[config.mk]
export PLATFORM = sky130hd
export DESIGN_NAME = sc_spil_dbuf_flat
export DESIGN_NICKNAME = d
export VERILOG_FILES = /design/src/rtl/sc_spil_dbuf_if.sv /design/src/rtl/sc_spil_dbuf.sv /design/src/flat_wrapper.sv
export SDC_FILE = /design/constraint.sdc
export NUM_CORES = 1
export LEC_CHECK = 0
export BUFFER_PORTS_ARGS = -buffer_cell sky130_fd_sc_hd__buf_4
export CORE_ASPECT_RATIO = 0.5
export CORE_UTILIZATION = 55
export CTS_CLUSTER_SIZE = 40
export DETAILED_ROUTE_END_ITERATION = 6
export GPL_TIMING_DRIVEN = 0
export PLACE_DENSITY = 0.85
export SYNTH_ARGS = -nofsm -noshare
export SYNTH_HDL_FRONTEND = slang
export SYNTH_SLANG_ARGS = --single-unit
[constraint.sdc]
create_clock -name SYSCLK -period 3.65 [get_ports SYSCLK]
set_clock_uncertainty 0.15 [all_clocks]
set_input_delay 0 -clock SYSCLK [delete_from_list [all_inputs] [get_ports SYSCLK]]
set_output_delay 0 -clock SYSCLK [all_outputs]
set_load 0.1 [all_outputs]
[src/rtl/sc_spil_dbuf_if.sv]
// Bus between the SPI Lite register block and engine on one side and the
// TX/RX data buffer on the other. Clock and reset stay outside the interface.
interface sc_spil_dbuf_if #(
    parameter int DW = 32
);
    logic          CLR;
    logic          TX_WENB;
    logic [DW-1:0] TX_WDAT;
    logic [3:0]    TXDPT;
    logic          TX_OVF;
    logic          GO;
    logic          CSEXTEND_IN;
    logic          ENG_TXSTART;
    logic          ENG_CSEXTEND;
    logic [DW-1:0] ENG_TXDATA;
    logic          ENG_COMPLETE;
    logic [DW-1:0] ENG_RXDATA;
    logic          RX_RENB;
    logic [DW-1:0] RX_RDAT;
    logic [3:0]    RXDPT;
    logic          RX_OVF;
    logic          BUSY;
    logic          DONE;

    // Register block / engine side
    modport master (
        output CLR, TX_WENB, TX_WDAT, GO, CSEXTEND_IN, ENG_COMPLETE, ENG_RXDATA, RX_RENB,
        input  TXDPT, TX_OVF, ENG_TXSTART, ENG_CSEXTEND, ENG_TXDATA, RX_RDAT, RXDPT,
               RX_OVF, BUSY, DONE
    );

    // Buffer side
    modport slave (
        input  CLR, TX_WENB, TX_WDAT, GO, CSEXTEND_IN, ENG_COMPLETE, ENG_RXDATA, RX_RENB,
        output TXDPT, TX_OVF, ENG_TXSTART, ENG_CSEXTEND, ENG_TXDATA, RX_RDAT, RXDPT,
               RX_OVF, BUSY, DONE
    );
endinterface

[src/rtl/sc_spil_dbuf.sv]
// Multi-word TX/RX buffer between the SPI Lite registers and sc_spi_engine.
// TX words are queued by register writes and streamed to the engine as one
// burst on GO; every word returned by the engine is queued in the RX FIFO.
module sc_spil_dbuf #(
    parameter int DEPTH = 4,
    parameter int DW    = 32
) (
    input  logic          SYSCLK,
    input  logic          SYSRSTB,
    sc_spil_dbuf_if.slave bus
);
    // Pointers are only as wide as needed; the storage is rounded up to a
    // power of two so any pointer value is a legal index, but only DEPTH
    // entries are ever used because the pointers wrap at DEPTH-1.
    localparam int            AW        = (DEPTH > 1) ? $clog2(DEPTH) : 1;
    localparam int            MEM_WORDS = 1 << AW;
    localparam logic [AW-1:0] LAST_PTR  = AW'(DEPTH - 1);
    localparam logic [3:0]    FULL_CNT  = 4'(DEPTH);

    typedef enum logic [1:0] {IDLE, LAUNCH, WAIT_DONE} state_t;

    state_t        state_reg, state_next;

    logic [DW-1:0] tx_mem [0:MEM_WORDS-1];
    logic [DW-1:0] rx_mem [0:MEM_WORDS-1];

    logic [AW-1:0] tx_wr_reg, tx_rd_reg, rx_wr_reg, rx_rd_reg;
    logic [3:0]    tx_cnt_reg, rx_cnt_reg;
    logic          tx_ovf_reg, rx_ovf_reg;
    logic          done_reg, csx_reg, eng_csx_reg;
    logic [DW-1:0] eng_data_reg;

    logic          tx_pop, tx_push_ok, tx_push_drop;
    logic          rx_push, rx_pop, rx_push_ok, rx_push_drop;
    logic          done_next, csx_sel;
    logic [3:0]    tx_remaining;

    function automatic logic [AW-1:0] ptr_inc(input logic [AW-1:0] p);
        return (p == LAST_PTR) ? '0 : p + 1'b1;
    endfunction

    // A push into a full FIFO still succeeds when the head leaves in the same
    // cycle. CLR suppresses every push and pop in its cycle.
    assign rx_pop       = bus.RX_RENB && (rx_cnt_reg != 4'd0) && !bus.CLR;
    assign tx_push_ok   = bus.TX_WENB && !bus.CLR && ((tx_cnt_reg != FULL_CNT) || tx_pop);
    assign tx_push_drop = bus.TX_WENB && !bus.CLR && (tx_cnt_reg == FULL_CNT) && !tx_pop;
    assign rx_push_ok   = rx_push && ((rx_cnt_reg != FULL_CNT) || rx_pop);
    assign rx_push_drop = rx_push && (rx_cnt_reg == FULL_CNT) && !rx_pop;

    // Words left behind the one being popped, counting a word that arrives
    // in the same cycle since it will join the burst.
    assign tx_remaining = tx_cnt_reg - 4'd1 + {3'b000, tx_push_ok};

    // Burst sequencing: next state, FIFO pop/push strobes and DONE request
    always_comb begin
        state_next = state_reg;
        tx_pop     = 1'b0;
        rx_push    = 1'b0;
        done_next  = 1'b0;
        csx_sel    = csx_reg;
        case (state_reg)
            IDLE: begin
                if (bus.GO && (tx_cnt_reg != 4'd0)) begin
                    tx_pop     = 1'b1;
                    csx_sel    = bus.CSEXTEND_IN;
                    state_next = LAUNCH;
                end
            end
            LAUNCH: state_next = WAIT_DONE;
            WAIT_DONE: begin
                if (bus.ENG_COMPLETE) begin
                    rx_push = 1'b1;
                    if (tx_cnt_reg != 4'd0) begin
                        tx_pop     = 1'b1;
                        state_next = LAUNCH;
                    end else begin
                        done_next  = 1'b1;
                        state_next = IDLE;
                    end
                end
            end
            default: state_next = IDLE;
        endcase
        if (bus.CLR) begin
            state_next = IDLE;
            tx_pop     = 1'b0;
            rx_push    = 1'b0;
            done_next  = 1'b0;
        end
    end

    // TX storage write port (no reset: occupancy decides what is valid)
    always_ff @(posedge SYSCLK) begin
        if (tx_push_ok) tx_mem[tx_wr_reg] <= bus.TX_WDAT;
    end

    // RX storage write port
    always_ff @(posedge SYSCLK) begin
        if (rx_push_ok) rx_mem[rx_wr_reg] <= bus.ENG_RXDATA;
    end

    // TX FIFO pointers, occupancy and overflow pulse
    always_ff @(posedge SYSCLK) begin
        if (!SYSRSTB || bus.CLR) begin
            tx_wr_reg  <= '0;
            tx_rd_reg  <= '0;
            tx_cnt_reg <= 4'd0;
            tx_ovf_reg <= 1'b0;
        end else begin
            tx_ovf_reg <= tx_push_drop;
            if (tx_push_ok) tx_wr_reg <= ptr_inc(tx_wr_reg);
            if (tx_pop)     tx_rd_reg <= ptr_inc(tx_rd_reg);
            if (tx_push_ok && !tx_pop)      tx_cnt_reg <= tx_cnt_reg + 4'd1;
            else if (!tx_push_ok && tx_pop) tx_cnt_reg <= tx_cnt_reg - 4'd1;
        end
    end

    // RX FIFO pointers, occupancy and overflow pulse
    always_ff @(posedge SYSCLK) begin
        if (!SYSRSTB || bus.CLR) begin
            rx_wr_reg  <= '0;
            rx_rd_reg  <= '0;
            rx_cnt_reg <= 4'd0;
            rx_ovf_reg <= 1'b0;
        end else begin
            rx_ovf_reg <= rx_push_drop;
            if (rx_push_ok) rx_wr_reg <= ptr_inc(rx_wr_reg);
            if (rx_pop)     rx_rd_reg <= ptr_inc(rx_rd_reg);
            if (rx_push_ok && !rx_pop)      rx_cnt_reg <= rx_cnt_reg + 4'd1;
            else if (!rx_push_ok && rx_pop) rx_cnt_reg <= rx_cnt_reg - 4'd1;
        end
    end

    // FSM state plus the engine word/CS-hold registers loaded on every pop
    always_ff @(posedge SYSCLK) begin
        if (!SYSRSTB) begin
            state_reg    <= IDLE;
            done_reg     <= 1'b0;
            csx_reg      <= 1'b0;
            eng_csx_reg  <= 1'b0;
            eng_data_reg <= '0;
        end else begin
            state_reg <= state_next;
            done_reg  <= done_next;
            if (bus.CLR) begin
                eng_csx_reg <= 1'b0;
            end else if (tx_pop) begin
                eng_data_reg <= tx_mem[tx_rd_reg];
                csx_reg      <= csx_sel;
                eng_csx_reg  <= csx_sel && (tx_remaining != 4'd0);
            end else if (done_next) begin
                eng_csx_reg <= 1'b0;
            end
        end
    end

    assign bus.TXDPT        = tx_cnt_reg;
    assign bus.TX_OVF       = tx_ovf_reg;
    assign bus.RXDPT        = rx_cnt_reg;
    assign bus.RX_OVF       = rx_ovf_reg;
    assign bus.RX_RDAT      = (rx_cnt_reg != 4'd0) ? rx_mem[rx_rd_reg] : '0;
    assign bus.ENG_TXSTART  = (state_reg == LAUNCH);
    assign bus.ENG_CSEXTEND = eng_csx_reg;
    assign bus.ENG_TXDATA   = eng_data_reg;
    assign bus.BUSY         = (state_reg != IDLE);
    assign bus.DONE         = done_reg;
endmodule
[src/flat_wrapper.sv]
// flat-port wrapper written by rule: the top's interface ports become plain ports
module sc_spil_dbuf_flat 
#(
    parameter int DEPTH = 4,
    parameter int DW    = 32
)
  (SYSCLK, SYSRSTB, bus_CLR, bus_TX_WENB, bus_TX_WDAT, bus_GO, bus_CSEXTEND_IN, bus_ENG_COMPLETE, bus_ENG_RXDATA, bus_RX_RENB, bus_TXDPT, bus_TX_OVF, bus_ENG_TXSTART, bus_ENG_CSEXTEND, bus_ENG_TXDATA, bus_RX_RDAT, bus_RXDPT, bus_RX_OVF, bus_BUSY, bus_DONE);
  sc_spil_dbuf_if #(.DW(DW)) bus_i ();
  input  logic SYSCLK;
  input  logic SYSRSTB;
  input wire logic [$bits(bus_i.CLR)-1:0] bus_CLR;
  input wire logic [$bits(bus_i.TX_WENB)-1:0] bus_TX_WENB;
  input wire logic [$bits(bus_i.TX_WDAT)-1:0] bus_TX_WDAT;
  input wire logic [$bits(bus_i.GO)-1:0] bus_GO;
  input wire logic [$bits(bus_i.CSEXTEND_IN)-1:0] bus_CSEXTEND_IN;
  input wire logic [$bits(bus_i.ENG_COMPLETE)-1:0] bus_ENG_COMPLETE;
  input wire logic [$bits(bus_i.ENG_RXDATA)-1:0] bus_ENG_RXDATA;
  input wire logic [$bits(bus_i.RX_RENB)-1:0] bus_RX_RENB;
  output wire logic [$bits(bus_i.TXDPT)-1:0] bus_TXDPT;
  output wire logic [$bits(bus_i.TX_OVF)-1:0] bus_TX_OVF;
  output wire logic [$bits(bus_i.ENG_TXSTART)-1:0] bus_ENG_TXSTART;
  output wire logic [$bits(bus_i.ENG_CSEXTEND)-1:0] bus_ENG_CSEXTEND;
  output wire logic [$bits(bus_i.ENG_TXDATA)-1:0] bus_ENG_TXDATA;
  output wire logic [$bits(bus_i.RX_RDAT)-1:0] bus_RX_RDAT;
  output wire logic [$bits(bus_i.RXDPT)-1:0] bus_RXDPT;
  output wire logic [$bits(bus_i.RX_OVF)-1:0] bus_RX_OVF;
  output wire logic [$bits(bus_i.BUSY)-1:0] bus_BUSY;
  output wire logic [$bits(bus_i.DONE)-1:0] bus_DONE;
  assign bus_i.CLR = bus_CLR;
  assign bus_i.TX_WENB = bus_TX_WENB;
  assign bus_i.TX_WDAT = bus_TX_WDAT;
  assign bus_i.GO = bus_GO;
  assign bus_i.CSEXTEND_IN = bus_CSEXTEND_IN;
  assign bus_i.ENG_COMPLETE = bus_ENG_COMPLETE;
  assign bus_i.ENG_RXDATA = bus_ENG_RXDATA;
  assign bus_i.RX_RENB = bus_RX_RENB;
  assign bus_TXDPT = bus_i.TXDPT;
  assign bus_TX_OVF = bus_i.TX_OVF;
  assign bus_ENG_TXSTART = bus_i.ENG_TXSTART;
  assign bus_ENG_CSEXTEND = bus_i.ENG_CSEXTEND;
  assign bus_ENG_TXDATA = bus_i.ENG_TXDATA;
  assign bus_RX_RDAT = bus_i.RX_RDAT;
  assign bus_RXDPT = bus_i.RXDPT;
  assign bus_RX_OVF = bus_i.RX_OVF;
  assign bus_BUSY = bus_i.BUSY;
  assign bus_DONE = bus_i.DONE;
  sc_spil_dbuf #(.DEPTH(DEPTH), .DW(DW)) u_core (.SYSCLK(SYSCLK), .SYSRSTB(SYSRSTB), .bus(bus_i));
endmodule
==> run summary, run 1 <==
### GRT
• 7,032 — number of global-route vias before repair
• 0 — number of antenna violations at the first check in global routing
• 37.3 mm — wire length of the first global-routing pass
• 33 — largest net degree at the start of global routing
• 0 — GR Overflow Total
• 0.220 — gr usage total

### Setup path
• reg2reg — Setup CP Type
• 0.25 ns — reg-to-reg slack, setup
• u_core.bus.RXDPT[0] — origin of the critical flop-to-flop path
• 3.96 ns — Required @ worst endpoint
• u_core.bus.RXDPT[0] — launching element of the worst setup path
• u_core.bus.RXDPT[3] — Reg-to-Reg End
• flip-flop — startpoint class of the critical path
• nor4_2 > clkbuf_1 > or2_2 > ha_1 > inv_1 > ha_1 > a21o_1 > a21oi_1 > xnor2_1 > or3_1 > a21oi_1 — chain of cells forming the critical path
• u_core.bus.RXDPT[3] — critical path endpoint
• 10 — critical path peak fanout
• 0.68 ns — critical path's largest stage delay
• sky130_fd_sc_hd__nor4_2 — Max stage delay cell, worst path
• 11 — Worst Reg-to-Reg Cells
• 3.70 ns — data arrival time at the worst-slack endpoint
• flip-flop — type of element capturing the critical path

### Floorplan
• 150 — boundary pin count
• 0.573 — starting utilization of the core area
• 107 um — Die Height
• 0.0210 mm^2 — placeable core region
• 211 um — chip width
• 0.0225 mm^2 — area enclosed by the die boundary
• 37 — floorplan row count

### Placement
• 14.5 mm — DPL Wire Length
• 148 — Port Buffer Count
• 0.776 — routability cong.

### Synth
• 0.733 — sequential fraction of the synthesis area
• 18.1 um^2 — average cell area after synthesis
• 0 — synthesis warning total
• 667 — gate count of the mapped netlist
• sky130_fd_sc_hd__edfxtp_1 (256), sky130_fd_sc_hd__nand2_1 (69), sky130_fd_sc_hd__mux4_2 (64) — most numerous cell types in the synthesized netlist
• 0.0120 mm^2 — post-synthesis instance area
• 759 — Syn Nets
• 0.638 — Synth top area share
• sky130_fd_sc_hd__edfxtp_1 — top cell type by total area after synthesis
• 40 — Netlist cell types
• 313 — number of flip-flops and latches in the synthesized netlist
• sky130_fd_sc_hd__edfxtp_1 — most common cell in the synthesized netlist
• 0 — FFs w/ async S/R, synth
• sky130_fd_sc_hd__edfxtp_1 (64%), sky130_fd_sc_hd__mux4_2 (12%), sky130_fd_sc_hd__dfxtp_1 (9.5%) — leading cell types by total area after synthesis
• sky130_fd_sc_hd__edfxtp_1 — most frequently used flop master after synthesis
• 256 — number of synthesized flops with an enable pin

### Routing
• 0 — DRC
• 0 — Post-DRT Antenna Nets
• 6,666 — vias after detailed routing
• 24.2 mm — Total Wirelength
• 5.43 — DR vias/cell
• 5 — first drt pass iteration count
• 496 — count of routing violations after the opening detailed-route iteration
• 19.7 um — drt wl/cell

### Clocking
• 26 — total clock buffers created by CTS
• 0.07 ns — clock-pin slew of the registers on the worst-case setup and hold paths
• 3 — Max Buffers Root-to-Sink
• 0.54 ns — clock network latency to the later pin of the worst-skew pair
• built — CTS tree
• 1 — CTS H-tree lvls
• sky130_fd_sc_hd__clkbuf_16 — root buffer cell
• 313 — Clock Sink Count

### Layout
• 0.310 — layout cells sized above 1
• 0.00883 mm^2 — sequential cell area in the final layout
• 0.717 — final core occ
• 1,008 — nets@finish
• 1,282 — Fillers
• 0 — total inserted antenna cells
• 25.2% — layout-stage area growth over the synthesis result
• 0.00306 mm^2 — area taken by multi-input logic gates

### Min path
• in2reg — min-delay worst type

### Power
• 0.000336 V — Max IR drop VDD
• 7.03 mW — total power
• 5.24 nW — Leak Pwr
• 466 mW/mm^2 — total power density per cell area

### Timing
• 0 — hold violation total from the final report
• 0.295 GHz — highest clock rate
• 0 — Final setup violation count
• 3.40 ns — final critical path time including I/O delays and setup
• 0 — max-slew violation total from the final report
• 0.388 — worst-case headroom to the max-slew limit
• 0.918 ns — Worst-Margin Slew
• 0 ns — aggregate negative setup slack
• false — unrepaired setup endpoints after global routing
• 0.930 — Final Cycle Share

### Run
• 0 — Max-Cap Viols

### Run status
• finished, final reports clean — status

==> routing by layer <==
metal / track usage / vias up / share of wire
met5: 0 / - / 0
met4: 0.0704 / 0 / 0.029
met2: 0.390 / 195 / 0.52
met3: 0.0442 / 52 / 0.048
met1: 0.274 / 3369 / 0.40
li1: - / 3050 / -
==> per-stage QoR <==
step	worst slack, ns	instances	hold slack (ns)	cell area, um^2
floorplan	0.157	667	-0.0511	12000
global placement	-0.0528	1107	0.0491	13500
CTS	0.255	1228	0.0355	15100
finish	0.255	1228	0.0462	15100
global route	0.0223	1228	0.0411	15100
detailed placement	-0.0353	1107	0.0532	13500
==> cell families after synthesis <==
family / Yosys count / synth area share
multiplexers: 70 / 0.125
XOR/XNOR: 10 / 0.00727
buffers and inverters: 40 / 0.0145
adder cells (fa/ha/maj): 20 / 0.0214
flip-flops: 313 / 0.733
AND/OR/NAND/NOR: 163 / 0.0681
AO/OA/AOI/OAI: 51 / 0.0310
==> critical path: cells and delay by family, from the launching register on <==
family / cells / cell delay [ns]
compound gates: 3 / 0.46
fa+ha+maj: 2 / 0.46
simple gates: 3 / 1.19
buf+inv: 2 / 0.58
flops: 1 / 0.40
xor+xnor: 1 / 0.09
==> placed cells by master (no fill, tap or decap), types with 10 or more instances in the layout <==
cell | Yosys | routed
sky130_fd_sc_hd__dlygate4sd3_1 | 0 | 73
sky130_fd_sc_hd__nor2_1 | 23 | 23
sky130_fd_sc_hd__buf_4 | 0 | 148
sky130_fd_sc_hd__ha_1 | 19 | 19
sky130_fd_sc_hd__dfxtp_1 | 57 | 57
sky130_fd_sc_hd__nor2b_1 | 34 | 34
sky130_fd_sc_hd__mux4_2 | 64 | 64
sky130_fd_sc_hd__nand2_1 | 69 | 69
sky130_fd_sc_hd__a21oi_1 | 11 | 11
sky130_fd_sc_hd__buf_2 | 14 | 14
sky130_fd_sc_hd__edfxtp_1 | 256 | 256
sky130_fd_sc_hd__a21boi_0 | 32 | 32
sky130_fd_sc_hd__clkinv_2 | 0 | 10
sky130_fd_sc_hd__clkbuf_16 | 0 | 27
sky130_fd_sc_hd__clkbuf_1 | 13 | 16
==> worst min path at each step <==
stage          slack, ns                    to          startpoint  depth (start not counted)
4_1_cts             0.04  u_core.tx_mem[3][16]     bus_TX_WDAT[16]                          2
3_3_place_gp        0.05   u_core.tx_mem[1][4]      bus_TX_WDAT[4]                          1
3_5_place_dp        0.05  u_core.rx_mem[1][21]  bus_ENG_RXDATA[21]                          1
5_1_grt             0.04  u_core.tx_mem[1][16]     bus_TX_WDAT[16]                          2
6_report            0.05  u_core.tx_mem[3][17]     bus_TX_WDAT[17]                          2
2_1_floorplan      -0.05   u_core.rx_mem[0][0]   bus_ENG_RXDATA[0]                          0
==> where the power goes <==
part | leakage, nW | internal, mW | total [mW] | switching (mW)
sequential | 2.77 | 3.90 | 3.91 | 0.0194
clock | 0.405 | 1.41 | 2.66 | 1.25
combinational | 2.07 | 0.187 | 0.460 | 0.272
total | 5.24 | 5.49 | 7.03 | 1.54
==> timing repair <==
action                                 CTS  global route
resized for setup                        1             0
endpoints found under the hold margin  307             0
hold buffers                            73             0
setup buffers                            0             0
setup endpoints to repair                1             0
==> cell type report <==
type / instances / area share
multi-input combinational: 314 / 0.203
clock buffer: 32 / 0.0474
inverter: 9 / 0.00224
sequential: 313 / 0.586
tap: 292 / 0.0242
clock inverter: 16 / 0.00631
timing repair buffer: 221 / 0.122
buffer: 31 / 0.00938
No activity file was read; power rests on OpenSTA's default activity.
==> run 2, diff against run 1 <==
CORE_ASPECT_RATIO = 0.75   (was 0.5)
PLACE_DENSITY = 0.82   (was 0.85)
SKIP_CTS_REPAIR_TIMING = 1   (was not set)
==> run summary, run 2 (synthesized netlist as in run 1, its figures left out) <==
### Timing
• 0 — Final setup violation count, unchanged
• 3.40 ns — final critical path time including I/O delays and setup, about the same
• 0.376 — worst-case headroom to the max-slew limit, was 0.388
• 0.936 ns — Worst-Margin Slew, was 0.918 ns
• 1 — hold violation total from the final report, was 0
• false — unrepaired setup endpoints after global routing, unchanged
• 0.294 GHz — highest clock rate, was 0.295 GHz
• 0.931 — Final Cycle Share, was 0.930
• 0 ns — aggregate negative setup slack, unchanged
• -0.00676 ns — minimum hold slack, was 0.0462 ns
• 0 — max-slew violation total from the final report, unchanged

### Routing
• 5 — first drt pass iteration count, unchanged
• 23.7 mm — Total Wirelength, was 24.2 mm
• 0 — Post-DRT Antenna Nets, unchanged
• 5.33 — DR vias/cell, was 5.43
• 19.3 um — drt wl/cell, was 19.7 um
• 6,555 — vias after detailed routing, was 6,666
• 0 — DRC, unchanged
• 439 — count of routing violations after the opening detailed-route iteration, was 496

### Clocking
• built — CTS tree, unchanged
• 0.06 ns — clock-pin slew of the registers on the worst-case setup and hold paths, was 0.07 ns
• 313 — Clock Sink Count, unchanged
• 1 — CTS H-tree lvls, unchanged
• 0.54 ns — clock network latency to the later pin of the worst-skew pair, about the same
• 30 — total clock buffers created by CTS, was 26
• sky130_fd_sc_hd__clkbuf_16 — root buffer cell, unchanged
• 3 — Max Buffers Root-to-Sink, unchanged

### Placement
• 14.4 mm — DPL Wire Length, was 14.5 mm
• 148 — Port Buffer Count, unchanged
• 0.739 — routability cong., was 0.776
• 0.0135 mm^2 — Placed Area, about the same

### Setup path
• u_core.bus.RXDPT[0] — origin of the critical flop-to-flop path, unchanged
• 3.72 ns — data arrival time at the worst-slack endpoint, was 3.70 ns
• flip-flop — type of element capturing the critical path, unchanged
• nor4_2 > clkbuf_1 > or2_2 > ha_1 > inv_1 > ha_1 > a21o_1 > a21oi_1 > xnor2_1 > or3_1 > a21oi_1 — chain of cells forming the critical path, unchanged
• 10 — critical path peak fanout, unchanged
• sky130_fd_sc_hd__nor4_2 — Max stage delay cell, worst path, unchanged
• 3.97 ns — Required @ worst endpoint, was 3.96 ns
• u_core.bus.RXDPT[0] — launching element of the worst setup path, unchanged
• 0.64 ns — critical path's largest stage delay, was 0.68 ns
• flip-flop — startpoint class of the critical path, unchanged
• reg2reg — Setup CP Type, unchanged

### Power
• 476 mW/mm^2 — total power density per cell area, was 466 mW/mm^2
• 0.212 — share of total power consumed by net switching, was 0.219
• 5.68 mW — internal power, was 5.49 mW
• 0.544 — power share of the sequential group, was 0.557
• 1.52 mW — P_sw, was 1.54 mW
• 0.064 — fraction of power consumed by combinational cells, was 0.065
• 5.26 nW — Leak Pwr, was 5.24 nW
• 0.392 — power share of the clock group, was 0.378
• 7.20 mW — total power, was 7.03 mW
• 0.000375 V — Max IR drop VDD, was 0.000336 V

### Min path
• in2reg — min-delay worst type, unchanged
• bus_CLR — launch point of the worst hold path, was bus_TX_WDAT[17]

### GRT
• 0 — GR Overflow Total, unchanged
• 34.8 mm — wire length of the first global-routing pass, was 37.3 mm
• 6,279 — number of global-route vias before repair, was 7,032
• 0 — number of antenna violations at the first check in global routing, unchanged
• 33 — largest net degree at the start of global routing, unchanged
• 0.202 — gr usage total, was 0.220

### Floorplan
• 0.0213 mm^2 — placeable core region, was 0.0210 mm^2
• 173 um — chip width, was 211 um
• 0.566 — starting utilization of the core area, was 0.573
• 0.0225 mm^2 — area enclosed by the die boundary, about the same
• 130 um — Die Height, was 107 um
• 150 — boundary pin count, unchanged
• 46 — floorplan row count, was 37

### Layout
• 0.0151 mm^2 — cell area after layout, about the same
• 1,011 — nets@finish, was 1,008
• 0.00306 mm^2 — area taken by multi-input logic gates, unchanged
• 0.711 — final core occ, was 0.717
• 1,326 — Fillers, was 1,282
• sky130_fd_sc_hd__edfxtp_1 (256), sky130_fd_sc_hd__buf_4 (148), sky130_fd_sc_hd__dlygate4sd3_1 (72) — most frequent cells in the layout, was sky130_fd_sc_hd__edfxtp_1 (256), sky130_fd_sc_hd__buf_4 (148), sky130_fd_sc_hd__dlygate4sd3_1 (73)
• 0.301 — layout cells sized above 1, was 0.310
• 0.00883 mm^2 — sequential cell area in the final layout, unchanged
• 0 — total inserted antenna cells, unchanged
• sky130_fd_sc_hd__edfxtp_1 — most common cell after layout, fill and taps aside, unchanged
• 25.7% — layout-stage area growth over the synthesis result, was 25.2%

### Run
• 0 — Max-Cap Viols, unchanged

### Run status
• finished, violations left — status, was finished, final reports clean
• hold timing — violations in the final reports

## run 2: path summary, 6_finish.rpt
| kind | end | slack [ns] | cells past startpoint |
|---|---|---|---|
| max | u_core.bus.RXDPT[3] | 0.25 | 11 |
| min | u_core.bus.DONE | -0.007 | 3 |
| max reg2reg | u_core.bus.RXDPT[3] | 0.25 | 11 |
| min reg2reg | u_core.bus.ENG_TXDATA[9] | 0.32 | 2 |
## run 2: layout make-up
type | count | area share
repair buffers | 220 | 0.121
well taps | 288 | 0.0238
inverters | 9 | 0.00223
flip-flops and latches | 313 | 0.583
plain buffers | 31 | 0.00934
clock buffers | 45 | 0.0533
clock inverters | 9 | 0.00521
multi-input cells | 314 | 0.202
## run 2: worst max-delay path: cells and delay by family (launching register included)
kind / cells / cell delay, ns
AOI/OAI and AO/OA: 3 / 0.49
xor gates and xnor gates: 1 / 0.09
adders and majority gates: 2 / 0.44
buffers and inverters: 2 / 0.60
DFF: 1 / 0.41
and+or+nand+nor: 3 / 1.15
## run 2: metal layers
layer  global-route usage  wire length [um]
met1                0.285             10300
met4               0.0567               433
met5                    0                 0
met2                0.329             11700
met3               0.0379              1250
## run 2: power groups by stage
| stage | registers [mW] | logic, mW | clock network, mW |
|---|---|---|---|
| finish | 3.92 | 0.460 | 2.82 |
| global route | 3.92 | 0.489 | 3.01 |
| CTS | 3.92 | 0.397 | 2.88 |
| detailed placement | 3.99 | 0.395 | 0 |
| global placement | 3.99 | 0.385 | 0 |
| floorplan | 4.10 | 0.137 | 0 |
## run 2: stage by stage
| stage | std cells | hold WS (ns) | setup WS (ns) |
|---|---|---|---|
| floorplan | 667 | -0.0511 | 0.157 |
| global placement | 1103 | 0.0524 | 0.0348 |
| detailed placement | 1103 | 0.0540 | -0.0141 |
| CTS | 1157 | -0.519 | -0.0238 |
| global route | 1229 | 0.0307 | 0.0313 |
| finish | 1229 | -0.00676 | 0.251 |
==> run 3, diff against run 2 <==
ABC_AREA = 1   (was not set)
CTS_CLUSTER_DIAMETER = 150   (was not set)
==> run summary, run 3 <==
### Layout
• sky130_fd_sc_hd__nor2_1 — most common cell after layout, fill and taps aside, was sky130_fd_sc_hd__edfxtp_1
• 1,622 — final cell count without fillers, was 1,229
• 0.0151 mm^2 — cell area after layout, about the same
• 0.162 — layout cells sized above 1, was 0.301
• 1,414 — nets@finish, was 1,011
• 22.4% — layout-stage area growth over the synthesis result, was 25.7%
• sky130_fd_sc_hd__nor2_1 (318), sky130_fd_sc_hd__edfxtp_1 (256), sky130_fd_sc_hd__o21ai_0 (177) — most frequent cells in the layout, was sky130_fd_sc_hd__edfxtp_1 (256), sky130_fd_sc_hd__buf_4 (148), sky130_fd_sc_hd__dlygate4sd3_1 (72)

### Routing
• 5.48 — DR vias/cell, was 5.33
• 0 — DRC, unchanged
• 28.4 mm — Total Wirelength, was 23.7 mm
• 8,884 — vias after detailed routing, was 6,555
• 17.5 um — drt wl/cell, was 19.3 um
• 818 — count of routing violations after the opening detailed-route iteration, was 439
• 0 — Post-DRT Antenna Nets, unchanged
• 5 — first drt pass iteration count, unchanged

### Synth
• 1,077 — gate count of the mapped netlist, was 667
• sky130_fd_sc_hd__edfxtp_1 — top cell type by total area after synthesis, unchanged
• sky130_fd_sc_hd__edfxtp_1 — most frequently used flop master after synthesis, unchanged
• sky130_fd_sc_hd__nor2_1 — most common cell in the synthesized netlist, was sky130_fd_sc_hd__edfxtp_1
• 0.0124 mm^2 — post-synthesis instance area, was 0.0120 mm^2
• 313 — number of flip-flops and latches in the synthesized netlist, unchanged
• 0 — FFs w/ async S/R, synth, unchanged
• 32 — Netlist cell types, was 40
• 0.622 — Synth top area share, was 0.638
• 11.5 um^2 — average cell area after synthesis, was 18.1 um^2
• sky130_fd_sc_hd__edfxtp_1 (62%), sky130_fd_sc_hd__nor2_1 (9.9%), sky130_fd_sc_hd__dfxtp_1 (9.2%) — leading cell types by total area after synthesis, was sky130_fd_sc_hd__edfxtp_1 (64%), sky130_fd_sc_hd__mux4_2 (12%), sky130_fd_sc_hd__dfxtp_1 (9.5%)
• 256 — number of synthesized flops with an enable pin, unchanged
• 0.714 — sequential fraction of the synthesis area, was 0.733
• 0 — synthesis warning total, unchanged
• 1,169 — Syn Nets, was 759
• sky130_fd_sc_hd__nor2_1 (326), sky130_fd_sc_hd__edfxtp_1 (256), sky130_fd_sc_hd__o21ai_0 (177) — most numerous cell types in the synthesized netlist, was sky130_fd_sc_hd__edfxtp_1 (256), sky130_fd_sc_hd__nand2_1 (69), sky130_fd_sc_hd__mux4_2 (64)

### Timing
• 0.312 GHz — highest clock rate, was 0.294 GHz
• 0.0962 ns — minimum hold slack, was -0.00676 ns
• false — unrepaired setup endpoints after global routing, unchanged
• 0.878 — Final Cycle Share, was 0.931
• 0 — hold violation total from the final report, was 1
• 0.622 ns — Worst-Margin Slew, was 0.936 ns
• 0 — max-slew violation total from the final report, unchanged
• 3.21 ns — final critical path time including I/O delays and setup, was 3.40 ns
• 0.444 ns — post-route worst setup slack, was 0.251 ns
• 0 — Final setup violation count, unchanged
• 0.585 — worst-case headroom to the max-slew limit, was 0.376

### Clocking
• sky130_fd_sc_hd__clkbuf_16 — root buffer cell, unchanged
• 313 — Clock Sink Count, unchanged
• 3 — Max Buffers Root-to-Sink, unchanged
• 0.49 ns — clock network latency to the later pin of the worst-skew pair, was 0.54 ns
• built — CTS tree, unchanged
• 1 — CTS H-tree lvls, unchanged
• 11 — total clock buffers created by CTS, was 30
• 0.14 ns — clock-pin slew of the registers on the worst-case setup and hold paths, was 0.06 ns

### Floorplan
• 150 — boundary pin count, unchanged
• 175 um — chip width, was 173 um
• 0.561 — starting utilization of the core area, was 0.566
• 0.0231 mm^2 — area enclosed by the die boundary, was 0.0225 mm^2
• 0.0221 mm^2 — placeable core region, was 0.0213 mm^2
• 47 — floorplan row count, was 46
• 132 um — Die Height, was 130 um

### GRT
• 42 — largest net degree at the start of global routing, was 33
• 0.238 — gr usage total, was 0.202
• 2 — number of antenna violations at the first check in global routing, was 0
• 43.4 mm — wire length of the first global-routing pass, was 34.8 mm
• 8,367 — number of global-route vias before repair, was 6,279
• 0 — GR Overflow Total, unchanged

### Placement
• 0.0141 mm^2 — Placed Area, was 0.0135 mm^2
• 18.2 mm — DPL Wire Length, was 14.4 mm
• 1,528 — instance count after placement with tap cells included, was 1,103
• 149 — Port Buffer Count, was 148
• 0.796 — routability cong., was 0.739
• 0.524 ns — DP Worst Slack, was -0.0141 ns

### Setup path
• simple AND/OR/NAND/NOR gates — largest delay contributor family on the critical path, unchanged
• 0.39 ns — critical path's largest stage delay, was 0.64 ns
• flip-flop — type of element capturing the critical path, unchanged
• flip-flop — startpoint class of the critical path, unchanged
• sky130_fd_sc_hd__dfxtp_1 — Max stage delay cell, worst path, was sky130_fd_sc_hd__nor4_2
• 3.48 ns — data arrival time at the worst-slack endpoint, was 3.72 ns
• 4 — number of buffers and inverters on the critical path, was 2
• 3.92 ns — Required @ worst endpoint, was 3.97 ns
• inv_1 > nand2_1 > nor2_1 > nand2_1 > nand3_1 > nand3_1 > nand2_1 > inv_1 > ha_1 > inv_1 > ha_1 > nand2_1 > inv_1 > o21ai_0 > nand3b_1 > nand2_1 > nand2_1 > a21oi_1 — chain of cells forming the critical path, was nor4_2 > clkbuf_1 > or2_2 > ha_1 > inv_1 > ha_1 > a21o_1 > a21oi_1 > xnor2_1 > or3_1 > a21oi_1
• reg2reg — Setup CP Type, unchanged
• 6 — critical path peak fanout, was 10
• sky130_fd_sc_hd__nand2_1 — cell occurring most often along the worst timing path

### Min path
• in2reg — min-delay worst type, unchanged

### Run
• 0 — Max-Cap Viols, unchanged

### Run status
• finished, final reports clean — status, was finished, violations left

### Power
• 0.000404 V — Max IR drop VDD, was 0.000375 V
• 5.63 nW — Leak Pwr, was 5.26 nW
• 6.15 mW — total power, was 7.20 mW
• 407 mW/mm^2 — total power density per cell area, was 476 mW/mm^2

-- run 3: cell count changes after synthesis, sizes merged, moves of 6 or more --
| cell | delta |
|---|---|
| nor2 | +304 |
| o21ai | +201 |
| mux4 | -64 |
| inv | +38 |
| a21oi | +35 |
| nor2b | -34 |
| a21boi | -32 |
| nand2 | -32 |
| clkbuf | +14 |
| nand3 | +11 |
| buf | +10 |
| and2 | -8 |
| mux2i | -6 |
| nand2b | -6 |
-- run 3: cell type report --
class	instances	area [um^2]
multi-input combinational	661	3150
sequential	313	8830
inverter	48	180
tap	294	368
buffer	55	272
antenna	2	5.00
timing repair buffer	232	2040
clock buffer	16	294
clock inverter	1	8.76
fill	1534	6910
-- run 3: cell families (layout without fill, tap and decap cells) --
logic type / after synthesis / count (layout) / share of synthesized area
fa+ha+maj: 20 / 20 / 0.0208
flops: 313 / 313 / 0.714
simple gates: 385 / 385 / 0.123
buf+inv: 103 / 352 / 0.0365
other cells: 0 / 2 / 0
compound gates: 252 / 252 / 0.103
xor+xnor: 4 / 4 / 0.00283
-- run 3: layer usage --
| metal | share of wire | GRT usage | vias to the layer above |
|---|---|---|---|
| met5 | 0 | 0 | - |
| met2 | 0.48 | 0.379 | 413 |
| met4 | 0.014 | 0.0585 | 0 |
| li1 | - | - | 4201 |
| met1 | 0.42 | 0.350 | 4239 |
| met3 | 0.080 | 0.0340 | 31 |
-- run 3: final timing paths --
| check | cells past startpoint | endpoint | slack (ns) | start |
|---|---|---|---|---|
| max reg2reg | 18 | u_core.bus.RXDPT[3] | 0.44 | u_core.bus.RXDPT[1] |
| max | 18 | u_core.bus.RXDPT[3] | 0.44 | u_core.bus.RXDPT[1] |
| min | 2 | u_core.tx_mem[3][1] | 0.1 | bus_TX_WDAT[1] |
| min reg2reg | 2 | u_core.bus.ENG_TXDATA[31] | 0.35 | u_core.bus.ENG_TXDATA[31] |
-- run 3: power breakdown --
| group | internal [mW] | switching, mW | leakage, nW |
|---|---|---|---|
| combinational | 0.219 | 0.440 | 2.71 |
| clock | 0.579 | 0.984 | 0.146 |
| sequential | 3.91 | 0.0235 | 2.77 |
-- run 3: stage by stage --
stage / utilization / TNS (ns)
3_5_place_dp: 0.638 / 0
3_3_place_gp: 0.629 / -76.88
4_1_cts: 0.652 / 0
6_report: 0.686 / 0
2_1_floorplan: - / -45.56
5_1_grt: 0.686 / 0
